[config.mk]
export PLATFORM = sky130hd
export DESIGN_NAME = serial_mult_param
export DESIGN_NICKNAME = d
export VERILOG_FILES = /design/src/rtl/mult_pkg.sv /design/src/rtl/run_sync_edge.sv /design/src/rtl/serial_mult_param.sv
export SDC_FILE = /design/constraint.sdc
export NUM_CORES = 1
export LEC_CHECK = 0
export CORE_MARGIN = 10
export CORE_UTILIZATION = 35
export CTS_BUF_LIST = sky130_fd_sc_hd__clkbuf_2
export DETAILED_ROUTE_END_ITERATION = 12
export PLACE_DENSITY = 0.62
export SETUP_SLACK_MARGIN = 0.15
export SYNTH_ARGS = -nofsm -noshare
export SYNTH_HDL_FRONTEND = slang
export SYNTH_SLANG_ARGS = --single-unit
[constraint.sdc]
create_clock -name Clk -period 4 [get_ports Clk]
set_clock_uncertainty 0.2 [all_clocks]
set_input_delay 0.4 -clock Clk [delete_from_list [all_inputs] [get_ports Clk]]
set_output_delay 0.4 -clock Clk [all_outputs]
set_load 0.01 [all_outputs]
[src/rtl/mult_pkg.sv]
// Shared types and helpers for the serial add-shift multiplier.
package mult_pkg;

    typedef enum logic [2:0] {IDLE, ADD, SHIFT, STEP, HOLD} mult_state_t;

    // Elaboration-time ceil(log2(n)), used to size the bit counter
    function automatic int clog2(input int n);
        int r;
        r = 0;
        for (int i = 0; i < 31; i++)
            if ((1 << i) < n) r = i + 1;
        return r;
    endfunction

endpackage

[src/rtl/run_sync_edge.sv]
// Two-flop synchroniser for an asynchronous pushbutton, plus a one-cycle rising-edge pulse.
module run_sync_edge (
    input  logic clk,
    input  logic rst_n,
    input  logic btn,
    output logic lvl,
    output logic rise
);

    logic meta, sync, prev;

    always_ff @(posedge clk or negedge rst_n) begin
        if (!rst_n) begin
            meta <= 1'b0;
            sync <= 1'b0;
            prev <= 1'b0;
        end else begin
            meta <= btn;
            sync <= meta;
            prev <= sync;
        end
    end

    assign lvl  = sync;
    assign rise = sync & ~prev;

endmodule

[src/rtl/serial_mult_param.sv]
// Signed add-shift serial multiplier; product is {X,A,B} after WIDTH bit steps,
// either as separate ADD/SHIFT cycles or one combined STEP cycle per bit.
module serial_mult_param
    import mult_pkg::*;
#(
    parameter int WIDTH       = 8,
    parameter bit SPLIT_STEPS = 1'b1
) (
    input  logic             Clk,
    input  logic             Reset_n,
    input  logic             Load_Clr_i,
    input  logic             run_i,
    input  logic [WIDTH-1:0] sw_i,
    output logic [WIDTH-1:0] Aval,
    output logic [WIDTH-1:0] Bval,
    output logic             Xval,
    output logic             busy_o,
    output logic             done_o
);

    localparam int CW = (clog2(WIDTH) < 1) ? 1 : clog2(WIDTH);
    localparam logic [CW-1:0] LAST = CW'(WIDTH - 1);

    mult_state_t      state;
    logic [WIDTH-1:0] a_q, b_q;
    logic             x_q;
    logic [CW-1:0]    cnt;
    logic             run_lvl, run_rise;

    logic [WIDTH:0]   opa, ops, sum;
    logic             nx;
    logic [WIDTH-1:0] na;

    run_sync_edge u_run (
        .clk   (Clk),
        .rst_n (Reset_n),
        .btn   (run_i),
        .lvl   (run_lvl),
        .rise  (run_rise)
    );

    // The multiplier's sign bit has negative weight, so the last partial product subtracts
    always_comb begin
        opa = {a_q[WIDTH-1], a_q};
        ops = {sw_i[WIDTH-1], sw_i};
        sum = (cnt == LAST) ? (opa - ops) : (opa + ops);
        nx  = b_q[0] ? sum[WIDTH] : x_q;
        na  = b_q[0] ? sum[WIDTH-1:0] : a_q;
    end

    always_ff @(posedge Clk or negedge Reset_n) begin
        if (!Reset_n) begin
            state  <= IDLE;
            a_q    <= '0;
            b_q    <= '0;
            x_q    <= 1'b0;
            cnt    <= '0;
            done_o <= 1'b0;
        end else begin
            done_o <= 1'b0;
            case (state)
                IDLE: begin
                    if (Load_Clr_i) begin
                        b_q <= sw_i;
                        a_q <= '0;
                        x_q <= 1'b0;
                    end else if (run_rise) begin
                        a_q   <= '0;
                        x_q   <= 1'b0;
                        cnt   <= '0;
                        state <= SPLIT_STEPS ? ADD : STEP;
                    end
                end
                ADD: begin
                    x_q   <= nx;
                    a_q   <= na;
                    state <= SHIFT;
                end
                SHIFT: begin
                    a_q <= {x_q, a_q[WIDTH-1:1]};
                    b_q <= {a_q[0], b_q[WIDTH-1:1]};
                    cnt <= cnt + 1'b1;
                    if (cnt == LAST) begin
                        done_o <= 1'b1;
                        state  <= HOLD;
                    end else begin
                        state <= ADD;
                    end
                end
                STEP: begin
                    x_q <= nx;
                    a_q <= {nx, na[WIDTH-1:1]};
                    b_q <= {na[0], b_q[WIDTH-1:1]};
                    cnt <= cnt + 1'b1;
                    if (cnt == LAST) begin
                        done_o <= 1'b1;
                        state  <= HOLD;
                    end
                end
                HOLD: begin
                    if (!run_lvl) state <= IDLE;
                end
                default: state <= IDLE;
            endcase
        end
    end

    assign busy_o = (state == ADD) || (state == SHIFT) || (state == STEP);
    assign Aval   = a_q;
    assign Bval   = b_q;
    assign Xval   = x_q;

endmodule

* Yosys cells after proc, flatten, opt, wreduce, memory -nomap -nowiden
Index checks and enable logic that the tools add are counted.
Storage, ports and cells: bits of input ports 12, logic and storage cells 61, flip-flop bits (word level) 27, output and inout port bits 19
Cells by class: reductions and logical operators 14, mux-type cells 22, add/sub/neg operators 3, equal/unequal tests 11, bitwise logic cells 2
Operator list (count):
- 8-bit 2-to-1 mux | 4
- 8-bit case mux with 4 select lines | 1
- 8-bit case mux with 3 select lines | 1
- 3-bit 2-to-1 mux | 7
- 3-bit case mux with 5 select lines | 1
- 2-bit inequality test (second input constant) | 5
- 8-bit by 8-bit adder with 9-bit output | 1
- 9-bit 2-to-1 mux | 1
- 8-bit by 8-bit subtractor with 9-bit output | 1
- 3-bit by 2-bit equality test with 1-bit output (second input constant) | 2
- 3-bit equality test (second input constant) | 2
- 3-bit case mux with 2 select lines | 1
- 2-bit AND reduction | 3
- 1-bit 2-to-1 mux | 5
- 4-bit AND reduction | 1
- 2-bit nonzero test | 2
- 4-bit nonzero test | 1
- 2-bit OR reduction | 2
- 3-bit by 1-bit adder with 3-bit output (second input constant) | 1
- 3-bit by 1-bit equality test with 1-bit output (second input constant) | 1
- 3-bit zero test | 1
- 3-bit inequality test (second input constant) | 1
- 3-bit AND reduction | 1
- 3-bit nonzero test | 1
- 4 further kinds | 5

* Longest topological paths before layout
Gate-level depths: netlist (run 1).
depth after elaboration 5, depth in mapped cells 12, mapped depth without buffers 12

* By module
A second synthesis (run 1) with hierarchy kept.
Second synthesis, totals: cells, all modules 218, area total of the unflattened synthesis 1895.6 µm²
Modules (own cells, without submodules):
- serial_mult_param | times used 1, sequential area each 600.6 µm², cells an instance 214, area each 1806.7 µm²
- run_sync_edge | times used 1, sequential area each 75.1 µm², cells an instance 4, area each 88.8 µm²

* Worst setup path before layout (run 1)
Ideal clock, no wire load.
path kind flip-flop to flip-flop, from register cnt[0], to register a_q[7] (netlist: Aval[7]), stages on the path, launching flop included 13, clock period less this slack 2947 ps, arrival 2618 ps, setup slack 1053 ps, path buffers 1, setup time 128 ps, data required time 3672 ps, cells stage by stage dfrtp_1 ha_1 ha_1 clkbuf_1 mux2_2 inv_1 ha_1 nor2b_1 o31ai_2 o21ai_0 a221o_1 a31oi_1 a21oi_1
On the way: word-level cells in the longest chain between the ends 4, elaborated cells between the ends (all ways) 5
Ends and longest elaborated chain:
- start: declaration | RTL line serial_mult_param.sv:27 | logic [CW-1:0] cnt;
- start signal: assignment | RTL line serial_mult_param.sv:82 | cnt <= cnt + 1'b1;
- start signal: assignment | RTL line serial_mult_param.sv:94 | cnt <= cnt + 1'b1;
- 3-bit equality test (*) | RTL line serial_mult_param.sv:46 | sum = (cnt == LAST) ? (opa - ops) : (opa + ops);
- 9-bit 2-to-1 mux (*) | RTL line serial_mult_param.sv:46
- 1-bit 2-to-1 mux or 8-bit 2-to-1 mux (tied branches) | RTL line serial_mult_param.sv:47, serial_mult_param.sv:48
- 8-bit case mux with 4 select lines (*) | RTL line serial_mult_param.sv:61 | case (state)
- end signal: assignment | RTL line serial_mult_param.sv:76 | a_q <= na;
- end signal: assignment | RTL line serial_mult_param.sv:80 | a_q <= {x_q, a_q[WIDTH-1:1]};
- end signal: assignment | RTL line serial_mult_param.sv:92 | a_q <= {nx, na[WIDTH-1:1]};
- end: declaration | RTL line serial_mult_param.sv:25 | logic [WIDTH-1:0] a_q, b_q;
Mark *: on every way between the ends. The rest lies on a longest branch, timed or not. A chain may end at the register's enable or synchronous reset.

* Worst setup path in the final report (run 1)
Same ends and word-level chain as after synthesis.

==> results of run 1 <==
[report_power, final]
group	internal [mW]	switching [mW]
logic	0.471	0.529
clock network	0.0263	0.0908
registers	0.373	0.134
[sequential cells by signal (all words and copies together), names as in the netlist]
name	cells
Aval	8
u_run.lvl	1
Xval	1
Bval	8
u_run.prev	1
state	3
cnt	3
done_o	1
u_run.meta	1
[per-layer routing]
layer,up-vias,share of wire [%],wire [µm]
met2,37,48,2340
li1,839,-,-
met4,0,0.95,46
met3,4,5.4,259
met1,796,45,2190
met5,-,0,0
[through the flow]
step / std cells / utilization, % / area [µm²] / power, mW
floorplan: 219 / - / 1920 / 1.18
global placement: 312 / 43.8 / 2280 / 1.51
detailed placement: 312 / 43.8 / 2280 / 1.52
CTS: 316 / 44.2 / 2300 / 1.64
global route: 316 / 44.2 / 2300 / 1.80
finish: 316 / 44.2 / 2300 / 1.62
[layout make-up]
cell class                 count  area, µm²
multi-input combinational    169       1150
tap                           70       87.6
fill                         547       2900
clock buffer                   4       20.0
sequential                    27        676
timing repair buffer          32        315
inverter                      14       52.6
[path summary, 6_finish.rpt]
path / startpoint / to / slack, ns
max reg2reg: cnt[0]$_DFFE_PN0P_ / Aval[7]$_DFFE_PN0P_ / 0.85
max in group asynchronous: Reset_n / Aval[4]$_DFFE_PN0P_ / 3.17
max: cnt[0]$_DFFE_PN0P_ / Aval[7]$_DFFE_PN0P_ / 0.85
min: Reset_n / Bval[5]$_DFFE_PN0P_ / 0.14
min reg2reg: u_run.meta$_DFF_PN0_ / u_run.lvl$_DFF_PN0_ / 0.20
min in group Clk: u_run.meta$_DFF_PN0_ / u_run.lvl$_DFF_PN0_ / 0.20
[kinds of logic after synthesis]
| logic type | Yosys count |
|---|---|
| mux | 10 |
| compound gates | 71 |
| fa+ha+maj | 12 |
| xor+xnor | 13 |
| simple gates | 63 |
| buf+inv | 23 |
| flops | 27 |
[Yosys cell counts, types with 4 or more instances]
| library cell | instances |
|---|---|
| a21oi_1 | 18 |
| buf_2 | 5 |
| clkbuf_1 | 4 |
| dfrtp_1 | 27 |
| ha_1 | 11 |
| inv_1 | 13 |
| mux2i_1 | 9 |
| nand2_1 | 19 |
| nand2b_1 | 6 |
| nand3_1 | 4 |
| nor2_1 | 21 |
| nor2b_1 | 5 |
| nor3_1 | 4 |
| o21ai_0 | 16 |
| o21ai_1 | 4 |
| xnor2_1 | 11 |
==> flow_summary.toml, run 1 <==
[clock_network]
clk_latency_ns = 0.39
postCtsSetupRepairBufs = 0
h-tree-depth = 1
clock_tree.root_cell = "clkbuf_2"
clkSinkCount = 27
tritoncts = "yes"
cts-buffers-inserted = 3
clock_path_buffers = 2
clkTransAtPathRegs_ns = 0.30
cts_repair_resize_count = 0
hold_buffers = 0

[sta]
min_period_ns = 3.15
worstMarginPinSlew_ns = 0.931
finalSetupViolCount = 0
hold_slack_ns = 0.140
min_period_over_period_pct = 78.7
fmax_mhz = 317
rsz0062_at_grt = "false"
final-hold-violation-count = 0
worst_slack_ns = 0.850
slew_violations = 0
final.setup.tns_ns = 0
relSlewSlack_pct = 37.7

[synth]
synthCells = 219
synth-seq-cells = 27
synth_compound_area_share_pct = 25.4
yosys.area.top_type = "dfrtp_1"
synth_simple_gate_area_share_pct = 15.2
syn_area_um2 = 1920
avgSynthCellArea_um2 = 8.76
synthAdderAreaFrac_pct = 8.21
syn_nets = 243
synth-async-reset-ratio_pct = 100
synth_warnings = 0
synthTopCellsByArea = "dfrtp_1 (35%), ha_1 (7.2%), xnor2_1 (5.0%)"
synth_xor_area_share_pct = 5.93
ys_seq_area_share_pct = 35.2
synth_top_family_by_area = "compound AO/OA/AOI/OAI gates"
synth_cell_types = 42
synthFlopType = "dfrtp_1"
synth_edf_count = 0
synthDominantCellAreaShare_pct = 35.2
synthMuxAreaShare_pct = 5.28

[floorplan]
core_um2 = 5200
die_w_um = 94.1
dieArea_um2 = 8850
rows = 26
initial_core_util_pct = 36.9
die_h_um = 94.1
io_pins = 31

[worst_setup_path]
cp_num_buf_inv = 1
critical_path_depth = 11
cp_common_cell = "ha_1"
crit_type = "flip-flop to flip-flop"
end_kind = "flip-flop"
r2r_cells = 11
crit_path_max_fanout = 12
start_kind = "flip-flop"
worstPathCellList = "ha_1 -> ha_1 -> mux2_2 -> inv_1 -> ha_1 -> nor2b_1 -> o31ai_2 -> o21ai_0 -> a221o_1 -> a31oi_1 -> a21oi_1"
cp_top_family = "compound AO/OA/AOI/OAI gates"
cp_slowest_stage_delay_ns = 0.43
crit_required_ns = 4.08
cp_slowest_cell = "dfrtp_1"
cp_data_arrival_time_ns = 3.23

[final_layout]
area_growth_pct = 19.9
num_antenna_cells = 0
drive_gt1_share_pct = 5.69
final_common_cell = "clkdlybuf4s50_1"
most-common-layout-cells = "clkdlybuf4s50_1 (30), dfrtp_1 (27), nor2_1 (21)"
nNetsFinal = 271

[detailed_routing]
num_vias = 1676
dr.first_iter.drc_count = 82
final_antenna_net_count = 0
via_per_inst = 5.30
wl_um = 4830
drt_pass1_iterations = 4
wire_per_inst_um = 15.3
drcViolationCount = 0

[placed_design]
hpwlAfterDp_um = 3600
preCtsSetupSlack_ns = 0.647
portBuffers = 30
gp_congestion = 0.830

[global_route]
grt_busiest_layer = "met2"
grt_pass1_vias = 1773
grt_start_max_net_pins = 28
overflow = 0
grt.total_usage_pct = 11.6
grt_pass1_wl_um = 8510
gr-usage-met3_pct = 3.52
antenna_found_initial = 0
use_met2_pct = 19.7
met1_usage_pct = 14.3

[power_and_ir_drop]
peakVddDrop_mv = 0.299
power.leakage_nw = 0.983
power_density_nw_per_um2 = 705

[run_status]
outcome = "completed"

[run]
maxCapViolCount = 0

[worst_hold_path]
hold_path.class = "primary input to asynchronous set/reset pin"
No activity file was read; power rests on OpenSTA's default activity.
==> run 2, diff against run 1 <==
==> constraint.sdc (replaced) <==
create_clock -name Clk -period 3.3 [get_ports Clk]
set_clock_uncertainty 0.2 [all_clocks]
set_input_delay 0.33 -clock Clk [delete_from_list [all_inputs] [get_ports Clk]]
set_output_delay 0.33 -clock Clk [all_outputs]
set_load 0.01 [all_outputs]
==> run 2 against run 1 <==
Effect of this change:
- design area increased by 2.8%
- sequential power is 21% higher
- wire length up 1.1%
- maximum frequency up 6.7%
- clock power increased by 16%
- die area unchanged
- hold slack worse by 0.061 ns
- global-route usage down 0.053 points
- critical path type unchanged
- critical endpoint unchanged
- highest routed layer unchanged
==> flow_summary.toml, run 2 (synthesized netlist as in run 1, its figures left out) <==
[run_status]
outcome = "completed"

[global_route]
overflow = 0
grt_pass1_vias = 1746
use_met2_pct = 19.3
grt_pass1_wl_um = 8430
antenna_found_initial = 0
met1_usage_pct = 14.5
grt_start_max_net_pins = 28
grt_busiest_layer = "met2"
grt.total_usage_pct = 11.6
gr-usage-met3_pct = 3.44

[floorplan]
die_h_um = 94.1
initial_core_util_pct = 36.9
die_w_um = 94.1
io_pins = 31
core_um2 = 5200
dieArea_um2 = 8850
rows = 26

[clock_network]
clk_latency_ns = 0.38
cts-buffers-inserted = 3
clock_path_buffers = 2
tritoncts = "yes"
clkTransAtPathRegs_ns = 0.28
h-tree-depth = 1
clock_tree.root_cell = "clkbuf_2"
clkSinkCount = 27

[worst_setup_path]
cp_top_family = "compound AO/OA/AOI/OAI gates"
cp_num_buf_inv = 1
worstPathCellList = "ha_1 -> ha_2 -> mux2_2 -> inv_1 -> ha_1 -> nor2b_1 -> o31ai_4 -> o221a_4 -> a221o_1 -> a31oi_1 -> a21oi_1"
r2r_setup_slack_ns = 0.35
r2r_cells = 11
cp_slowest_cell = "dfrtp_1"
r2r_end = "Aval[7]$_DFFE_PN0P_"
start_kind = "flip-flop"
cp_data_arrival_time_ns = 3.03
end_kind = "flip-flop"
rr_startpoint = "cnt[0]$_DFFE_PN0P_"
crit_required_ns = 3.38
critical_path_depth = 11
cp_slowest_stage_delay_ns = 0.46
crit_type = "flip-flop to flip-flop"
cp_common_cell = "ha_1"
crit_path_max_fanout = 9

[power_and_ir_drop]
internal_power_mw = 1.09
switchingPower_uw = 922
peakVddDrop_mv = 0.434
swShare_pct = 45.9
clock_power_share_pct = 6.8
power.leakage_nw = 1.02
power_density_nw_per_um2 = 849
seq_power_share_pct = 30.6
comb_power_share_pct = 62.7

[detailed_routing]
num_vias = 1674
dr.first_iter.drc_count = 118
drcViolationCount = 0
wire_per_inst_um = 15.1
drt_pass1_iterations = 6
final_antenna_net_count = 0
wl_um = 4890
via_per_inst = 5.18

[final_layout]
drive_gt1_share_pct = 8.70
final_common_cell = "clkdlybuf4s50_1"
fin_util_pct = 45.5
nNetsFinal = 278
num_antenna_cells = 0
area_growth_pct = 23.3
design_area_um2 = 2370
most-common-layout-cells = "clkdlybuf4s50_1 (30), dfrtp_1 (27), nor2_1 (21)"

[placed_design]
gp_congestion = 0.828
placed_cell_area_um2 = 2330
hpwlAfterDp_um = 3730
portBuffers = 30
preCtsSetupSlack_ns = 0.0310

[run]
maxCapViolCount = 0

[sta]
slew_violations = 0
fmax_mhz = 339
min_period_ns = 2.95
relSlewSlack_pct = 62.7
final.setup.tns_ns = 0
rsz0062_at_grt = "false"
min_period_over_period_pct = 89.5
final-hold-violation-count = 0
worst_slack_ns = 0.347
finalSetupViolCount = 0
worstMarginPinSlew_ns = 0.557

[worst_hold_path]
hold_path.class = "primary input to asynchronous set/reset pin"
## run 2: cell types whose count changed in the layout (fill, tap and decap cells not counted)
cell	previous run	this run
buf_4	2	9
ha_1	11	10
ha_2	0	1
o31ai_2	1	0
o31ai_4	0	1
## run 2: power groups by stage
stage,clock (mW),sequential (mW),combinational [mW]
after CTS,0.147,0.615,1.26
after floorplan,0,0.593,0.840
final,0.136,0.614,1.26
after global placement,0,0.623,1.24
after global routing,0.158,0.639,1.42
after detailed placement,0,0.620,1.25
## run 2: what timing repair did
item,4_1_cts,5_1_grt
gates resized for setup,0,2
buffers inserted,0,0
hold buffers,0,0
setup endpoints to repair,0,4
## run 2: cell type report
class / instances / area [µm²]
Sequential cell: 27 / 676
Tap cell: 70 / 87.6
Multi-Input combinational cell: 169 / 1160
Clock buffer: 4 / 20.0
Fill cell: 540 / 2840
Timing Repair Buffer: 39 / 368
Inverter: 14 / 52.6
## run 2: worst max path at each step
| stage | start | to | slack [ns] |
|---|---|---|---|
| after global routing | cnt[0]$_DFFE_PN0P_ | Xval$_DFFE_PN0P_ | 0.18 |
| after global placement | sw_i[1] | Aval[7]$_DFFE_PN0P_ | 0.07 |
| final | cnt[0]$_DFFE_PN0P_ | Aval[7]$_DFFE_PN0P_ | 0.35 |
| after floorplan | cnt[0]$_DFFE_PN0P_ | Aval[7]$_DFFE_PN0P_ | 0.35 |
| after detailed placement | sw_i[1] | Aval[7]$_DFFE_PN0P_ | 0.03 |
| after CTS | cnt[0]$_DFFE_PN0P_ | Aval[7]$_DFFE_PN0P_ | 0.20 |
## run 2: stage by stage
| step | hold WS, ns | cells | power (mW) |
|---|---|---|---|
| after floorplan | -0.166 | 219 | 1.43 |
| after global placement | 0.146 | 319 | 1.86 |
| after detailed placement | 0.167 | 319 | 1.87 |
| after CTS | 0.0798 | 323 | 2.02 |
| after global routing | 0.0708 | 323 | 2.22 |
| final | 0.0784 | 323 | 2.01 |
## run 2: routing by layer
metal / routed length [µm] / up-vias
li1: - / 848
met1: 2290 / 773
met2: 2250 / 46
met3: 297 / 7
met4: 47 / 0
met5: 0 / -
